==> config.mk <==
export PLATFORM = sky130hd
export DESIGN_NAME = accel_fifo_port
export DESIGN_NICKNAME = d
export VERILOG_FILES = /design/src/rtl/accel_fifo_port.sv
export SDC_FILE = /design/constraint.sdc
export NUM_CORES = 1
export LEC_CHECK = 0
export BUFFER_PORTS_ARGS = -buffer_cell sky130_fd_sc_hd__buf_2
export CORE_MARGIN = 2
export CORE_UTILIZATION = 40
export DETAILED_ROUTE_END_ITERATION = 12
export PLACE_DENSITY = 0.55
export SYNTH_ARGS = -nofsm -noshare
export SYNTH_HDL_FRONTEND = slang
export SYNTH_SLANG_ARGS = --single-unit
==> constraint.sdc <==
create_clock -name clk -period 13.6 [get_ports clk]
set_input_delay 2.72 -clock clk [delete_from_list [all_inputs] [get_ports clk]]
set_output_delay 2.72 -clock clk [all_outputs]
set_load 0.01 [all_outputs]
==> src/rtl/accel_fifo_port.sv <==
// accel_fifo_port: accelerator-side endpoint of the controller put/get protocol.
// Two identical FIFOs are built from one generate body:
//   index 0 = "to" FIFO   (controller put_req -> accelerator acc_rd_req)
//   index 1 = "from" FIFO (accelerator acc_wr_req -> controller get_req)
// Each FIFO has a register array, wrapping pointers, an occupancy count and a
// registered read port with a one-cycle valid pulse per accepted pop.
module accel_fifo_port #(
   parameter int WIDTH = 32,
   parameter int DEPTH = 8,
   parameter int CNT_W = $clog2(DEPTH) + 1
) (
   input  logic             clk,
   input  logic             reset,
   input  logic             enable,
   input  logic             put_req,
   input  logic [WIDTH-1:0] put_data,
   output logic             to_empty,
   output logic             to_full,
   input  logic             get_req,
   output logic [WIDTH-1:0] get_data,
   output logic             get_valid,
   output logic             from_empty,
   output logic             from_full,
   input  logic             acc_rd_req,
   output logic [WIDTH-1:0] acc_rd_data,
   output logic             acc_rd_valid,
   input  logic             acc_wr_req,
   input  logic [WIDTH-1:0] acc_wr_data,
   output logic             put_ovf,
   output logic             get_udf
);

   localparam int               PTR_W    = $clog2(DEPTH);
   localparam logic [CNT_W-1:0] CNT_FULL = CNT_W'(DEPTH);

   // Per-FIFO control and data, indexed 0 = "to", 1 = "from".
   logic [1:0]            push;
   logic [1:0]            pop;
   logic [1:0]            empty;
   logic [1:0]            full;
   logic [1:0]            rd_valid;
   logic [1:0][WIDTH-1:0] wr_data;
   logic [1:0][WIDTH-1:0] rd_data;

   logic put_ovf_q, put_ovf_d;
   logic get_udf_q, get_udf_d;

   assign wr_data[0] = put_data;
   assign wr_data[1] = acc_wr_data;

   // Requests are gated by the registered flags only, so a full FIFO rejects a
   // push even when a pop happens in the same cycle (and likewise for empty).
   assign push[0] = enable & put_req & ~full[0];
   assign pop[0]  = acc_rd_req & ~empty[0];
   assign push[1] = acc_wr_req & ~full[1];
   assign pop[1]  = enable & get_req & ~empty[1];

   genvar gi;
   generate
      for (gi = 0; gi < 2; gi++) begin : g_fifo
         logic [WIDTH-1:0] mem_q [DEPTH];
         logic [PTR_W-1:0] wr_ptr_q, wr_ptr_d;
         logic [PTR_W-1:0] rd_ptr_q, rd_ptr_d;
         logic [CNT_W-1:0] cnt_q, cnt_d;
         logic [WIDTH-1:0] data_q, data_d;
         logic             valid_q, valid_d;

         // Next-state: advance pointers on accepted ops, capture popped word.
         always_comb begin
            wr_ptr_d = wr_ptr_q;
            rd_ptr_d = rd_ptr_q;
            cnt_d    = cnt_q;
            data_d   = data_q;
            valid_d  = pop[gi];
            if (push[gi]) begin
               wr_ptr_d = wr_ptr_q + PTR_W'(1);
            end
            if (pop[gi]) begin
               rd_ptr_d = rd_ptr_q + PTR_W'(1);
               data_d   = mem_q[rd_ptr_q];
            end
            case ({push[gi], pop[gi]})
               2'b10:   cnt_d = cnt_q + CNT_W'(1);
               2'b01:   cnt_d = cnt_q - CNT_W'(1);
               default: cnt_d = cnt_q;
            endcase
         end

         // State register with immediate clear on reset.
         always_ff @(posedge clk or negedge reset) begin
            if (!reset) begin
               wr_ptr_q <= '0;
               rd_ptr_q <= '0;
               cnt_q    <= '0;
               data_q   <= '0;
               valid_q  <= 1'b0;
            end else begin
               wr_ptr_q <= wr_ptr_d;
               rd_ptr_q <= rd_ptr_d;
               cnt_q    <= cnt_d;
               data_q   <= data_d;
               valid_q  <= valid_d;
            end
         end

         // Storage array: contents need no reset, only accepted pushes write.
         always_ff @(posedge clk) begin
            if (push[gi]) begin
               mem_q[wr_ptr_q] <= wr_data[gi];
            end
         end

         assign empty[gi]    = (cnt_q == '0);
         assign full[gi]     = (cnt_q == CNT_FULL);
         assign rd_data[gi]  = data_q;
         assign rd_valid[gi] = valid_q;
      end
   endgenerate

   // Sticky protocol-error flags, only armed while the controller is enabled.
   always_comb begin
      put_ovf_d = put_ovf_q | (enable & put_req & full[0]);
      get_udf_d = get_udf_q | (enable & get_req & empty[1]);
   end

   // Error flag registers, cleared only by reset.
   always_ff @(posedge clk or negedge reset) begin
      if (!reset) begin
         put_ovf_q <= 1'b0;
         get_udf_q <= 1'b0;
      end else begin
         put_ovf_q <= put_ovf_d;
         get_udf_q <= get_udf_d;
      end
   end

   assign to_empty     = empty[0];
   assign to_full      = full[0];
   assign from_empty   = empty[1];
   assign from_full    = full[1];
   assign acc_rd_data  = rd_data[0];
   assign acc_rd_valid = rd_valid[0];
   assign get_data     = rd_data[1];
   assign get_valid    = rd_valid[1];
   assign put_ovf      = put_ovf_q;
   assign get_udf      = get_udf_q;

endmodule

# ---- After elaboration in Yosys (flattened, before gate mapping)
# Memory sizes are Yosys's and may differ from the RTL's. A register that Yosys moved wholly into a read port is not among the register bits.
# Cells that the tools add are included.
dict set report totals {
  elab_cells 52
  output_inout_bits 72
  in_bits 71
  ram_bits 512
  regBits 24
  n_memories 2
}
# name words width read_ports rd_ports_with_merged_regs write_ports line
set memory_table {}
lappend memory_table {{g_fifo[0].mem_q} 8 32 1 1 1 61} ;# logic [WIDTH-1:0] mem_q [DEPTH];
lappend memory_table {{g_fifo[1].mem_q} 8 32 1 1 1 61}
dict set report op_classes {
  n_eq_ne 6
  reduce_logical 6
  muxes 6
  bitwise 14
  n_addsub 8
}
# op n
set op_table {}
lappend op_table {{one-hot mux 4 bit (2 select lines)} 2}
lappend op_table {{adder 3 x 1 -> 3 bit (second input constant)} 4}
lappend op_table {{adder 4 x 1 -> 4 bit (second input constant)} 2}
lappend op_table {{AND 1 bit} 8}
lappend op_table {{== test 4 bit (second input constant)} 2}
lappend op_table {{zero test 4 bit} 2}
lappend op_table {{subtractor 4 x 1 -> 4 bit (second input constant)} 2}
lappend op_table {{== test 2 x 1 -> 1 bit (second input constant)} 2}
lappend op_table {{== test 2 bit (second input constant)} 2}
lappend op_table {{2-to-1 mux 1 bit} 4}
lappend op_table {{NOT 1 bit} 4}
lappend op_table {{nonzero test 2 bit} 2}
lappend op_table {{zero test 1 bit} 2}
lappend op_table {{OR 1 bit} 2}

# ---- Longest topological paths before layout
dict set report depth {
  depth_word 5
  mapped_depth 12
  mapped_depth_nobuf 10
}

# ---- Worst setup path after synthesis
# Ideal clock, no wire load.
dict set report synth_path {
  path_kind {input port to flip-flop}
  from {input port put_req}
  to {memory g_fifo[0].mem_q[0][0], enable pin}
  setup_time_ns 0.501
  path_buffers 0
  cell_stages 4
  t_required_ns 13.099
  t_arrival_ns 6.133
  slack_ns 6.966
  path_cell_list {nand2_1 > nor2_1 > inv_2 > nor4_1}
}
dict set report synth_via {
  elab_chain_cells 4
}
# item line
set synth_lines {}
lappend synth_lines {{start: declaration} 15} ;# input logic put_req,
lappend synth_lines {{AND 1 bit (2 in a row)} 53} ;# assign push[0] = enable & put_req & ~full[0];
lappend synth_lines {{2-to-1 mux 1 bit} 108} ;# if (push[gi]) begin
lappend synth_lines {{2-to-1 mux 1 bit (not written as such)} 109} ;# mem_q[wr_ptr_q] <= wr_data[gi];
lappend synth_lines {{end: declaration} 61}
# Every way passes these cells.

# ---- Worst setup path in the final report
dict set report layout_path {
  from {input port enable}
  to {register g_fifo[1].cnt_q[2]}
}
dict set report layout_via {
  elab_chain_cells 4
}
# item line
set layout_lines {}
lappend layout_lines {{start: declaration} 14} ;# input logic enable,
lappend layout_lines {{AND 1 bit (*) (2 in a row)} 56} ;# assign pop[1] = enable & get_req & ~empty[1];
lappend layout_lines {{== test 2 x 1 -> 1 bit / == test 2 bit (equally long branches)} 82} ;# case ({push[gi], pop[gi]})
lappend layout_lines {{one-hot mux 4 bit (2 select lines) / nonzero test 2 bit (equally long branches)} -}
lappend layout_lines {{end signal: assignment} 100} ;# cnt_q <= cnt_d;
lappend layout_lines {{end: declaration} 64} ;# logic [CNT_W-1:0] cnt_q, cnt_d;
# Every way passes the cells marked *; elsewhere a longest branch is shown, timed or not.
# A chain may end at the register's enable or synchronous reset.

==> results.json <==
{
  "dp_hpwl_um": 25800,
  "cts.sinks": 600,
  "die_h_um": 244,
  "final-instance-count-excl-fill": 2320,
  "synth_fa_ha_area_frac": 0.00628,
  "synthToLayoutAreaGrowth_pct": 15.9,
  "fin_worst_skew_ns": 0.0296,
  "powerDensity_mw_per_mm2": 212,
  "gp_congestion": 0.716,
  "syn_nets": 1420,
  "post-route-period-util": 0.381,
  "hold_path_class": "reg2reg",
  "crit_path_max_fanout": 37,
  "antenna_found_initial": 12,
  "ir_worst_vdd_mv": 0.173,
  "fp.dieW_um": 244,
  "drive_above_1_share": 0.234,
  "first_iter_violations": 776,
  "via_per_inst": 5.16,
  "synth_cell_type_count": 44,
  "cap_violations": 0,
  "ios": 143,
  "setup-tns-final_ns": 0,
  "cp_data_arrival_time_ns": 5.67,
  "dr_total_vias": 11979,
  "status": "completed",
  "wl_um": 50300,
  "numPortBuffers": 142,
  "slew_headroom": 0.267,
  "power_w": 0.00567,
  "synth_top_family_by_area": "multiplexers",
  "ys.flop_type": "edfxtp_1",
  "maxSlewViolCount": 0,
  "dr.pass1.iters": 5,
  "numCtsBuffers": 61,
  "design_area_mm2": 0.0268,
  "synth_area_mm2": 0.0231,
  "synth_top_area_share": 0.666,
  "postCtsSetupRepairBufs": 0,
  "synth_simple_gate_area_frac": 0.0393,
  "yosysSeqAreaShare": 0.761,
  "yosys_warnings": 0,
  "rsz0062_at_grt": "false",
  "detail-route-antenna-nets": 0,
  "nets": 1582,
  "grt_pass1_vias": 12161,
  "synth_top_area_cell": "edfxtp_1",
  "async_flop_share": 0.147,
  "die_area_mm2": 0.0597,
  "clockBufferDepth": 3,
  "grtUsageTotal": 0.169,
  "startpoint_type": "primary input",
  "drcViolationCount": 0,
  "cts_resized": 0,
  "fmax_mhz": 193,
  "synth_edf_count": 512,
  "crit_path_end_kind": "flip-flop",
  "worst_pin_slew_ns": 1.10,
  "grt_pass1_wl_um": 76300,
  "cp.required_ns": 14.10,
  "grt_max_degree": 70,
  "muxShareOfSynthArea": 0.115,
  "num_rows": 88,
  "placed_cells": 2202,
  "start_util": 0.403,
  "leakagePower_nw": 9.78,
  "final.fill_count": 4910,
  "fin_hold_ws_ns": 0.470,
  "synth-compound-area-share": 0.0539,
  "holdBufCountCts": 0,
  "critical_path_class": "in2reg",
  "clock_latency_ns": 0.62,
  "placed_cell_area_mm2": 0.0247,
  "avgSynthCellArea_um2": 17.3,
  "synth_xor_xnor_area_share": 0.00531,
  "ys_ff_latch": 600,
  "ctsRootBufferMaster": "clkbuf_16",
  "final_hold_viol_count": 0,
  "synthCells": 1338,
  "overflow": 0,
  "cts_tree": "done",
  "yosys-top-cells-area": "edfxtp_1 (67%), dfrtp_1 (9.5%), mux2i_1 (8.4%)",
  "wl_per_cell_um": 21.7,
  "cts_max_level": 2,
  "min_period_ns": 5.18,
  "path_clk_slew_ns": 0.06,
  "core_mm2": 0.0574,
  "setup_violations": 0
}
## state kept, by name, indices dropped and copies added (netlist names)
name and count:
g_fifo.wr_ptr_q 6, get_udf 1, get_data 32, get_valid 1
g_fifo.rd_ptr_q 6, put_ovf 1, acc_rd_valid 1, acc_rd_data 32
g_fifo.mem_q 512, g_fifo.cnt_q 8
## Yosys cell counts, drive strengths merged, types with 2 or more instances
| cell | count |
|---|---|
| a21oi | 2 |
| a221o | 11 |
| a22oi | 85 |
| a31o | 2 |
| and2 | 2 |
| buf | 43 |
| clkbuf | 29 |
| dfrtp | 88 |
| edfxtp | 512 |
| ha | 10 |
| inv | 9 |
| mux2 | 65 |
| mux2i | 193 |
| nand2 | 123 |
| nand2b | 8 |
| nand3 | 33 |
| nor2 | 13 |
| nor2b | 3 |
| nor3 | 9 |
| nor4 | 5 |
| nor4b | 2 |
| o21ai | 35 |
| o221ai | 21 |
| o22ai | 11 |
| xnor2 | 10 |
| xor2 | 4 |
## per-stage QoR
step / utilization / worst slack, ns
after CTS: 0.467 / 8.36
after floorplan: - / 6.97
after global routing: 0.467 / 8.16
after detailed placement: 0.431 / 7.70
final: 0.467 / 8.42
after global placement: 0.431 / 7.75
## per-layer routing
metal | global-route usage | wire length (um)
met3 | 0.0393 | 2610
met2 | 0.264 | 22900
met1 | 0.239 | 23700
met4 | 0.0423 | 940
met5 | 0 | 111
## final timing paths
check / from / end / slack, ns / cells past startpoint
setup / recovery: enable / g_fifo[1].cnt_q[2] / 8.42 / 11
hold / removal: get_udf / get_udf / 0.47 / 1
setup reg to reg: g_fifo[1].cnt_q[1] / g_fifo[1].cnt_q[2] / 9.80 / 10
hold reg to reg: get_udf / get_udf / 0.47 / 1
max in group asynchronous: reset / g_fifo[1].rd_ptr_q[0] / 10.11 / 2
min in group asynchronous: reset / get_data[11] / 2.05 / 1
## final cells by class
| cell class | instances | area, um^2 | share of cell area |
|---|---|---|---|
| Antenna cell | 2 | 5.00 | 0.000187 |
| Clock buffer | 84 | 1680 | 0.0629 |
| Clock inverter | 32 | 363 | 0.0136 |
| Inverter | 9 | 33.8 | 0.00126 |
| Multi-Input combinational cell | 657 | 5210 | 0.195 |
| Sequential cell | 600 | 17600 | 0.657 |
| Tap cell | 765 | 957 | 0.0358 |
| Timing Repair Buffer | 171 | 931 | 0.0348 |
## critical path: stages
cell and delay (ns):
buf_2 0.12, nand2_1 0.10, or2_2 0.73, inv_2 0.65, ha_1 0.48, xor2_1 0.17, ha_1 0.19, a21oi_1 0.15
xor2_1 0.15, nor2_1 0.06, xor2_1 0.14
## layout by cell type (no fill, tap or decap), drive strengths merged, types with 33 or more instances in the layout
cell / instances
mux2: 65
dfrtp: 88
nand3: 33
o21ai: 35
clkbuf: 84
buf: 171
a22oi: 85
edfxtp: 512
nand2: 123
mux2i: 193
## report_power, final
group / leakage [nW] / total (W) / switching, W / internal [W]
combinational: 3.09 / 0.00145 / 0.000853 / 0.000596
sequential: 5.70 / 0.00253 / 0.000223 / 0.00231
clock: 1.00 / 0.00169 / 0.000702 / 0.000984
## cell families (layout without fill, tap and decap cells)
family | after synthesis | count (layout)
buf+inv | 81 | 296
simple gates | 203 | 203
xor+xnor | 14 | 14
fa+ha+maj | 11 | 11
flops | 600 | 600
other cells | 0 | 2
mux | 258 | 258
compound gates | 171 | 171
(Power assumes the default switching activity.)
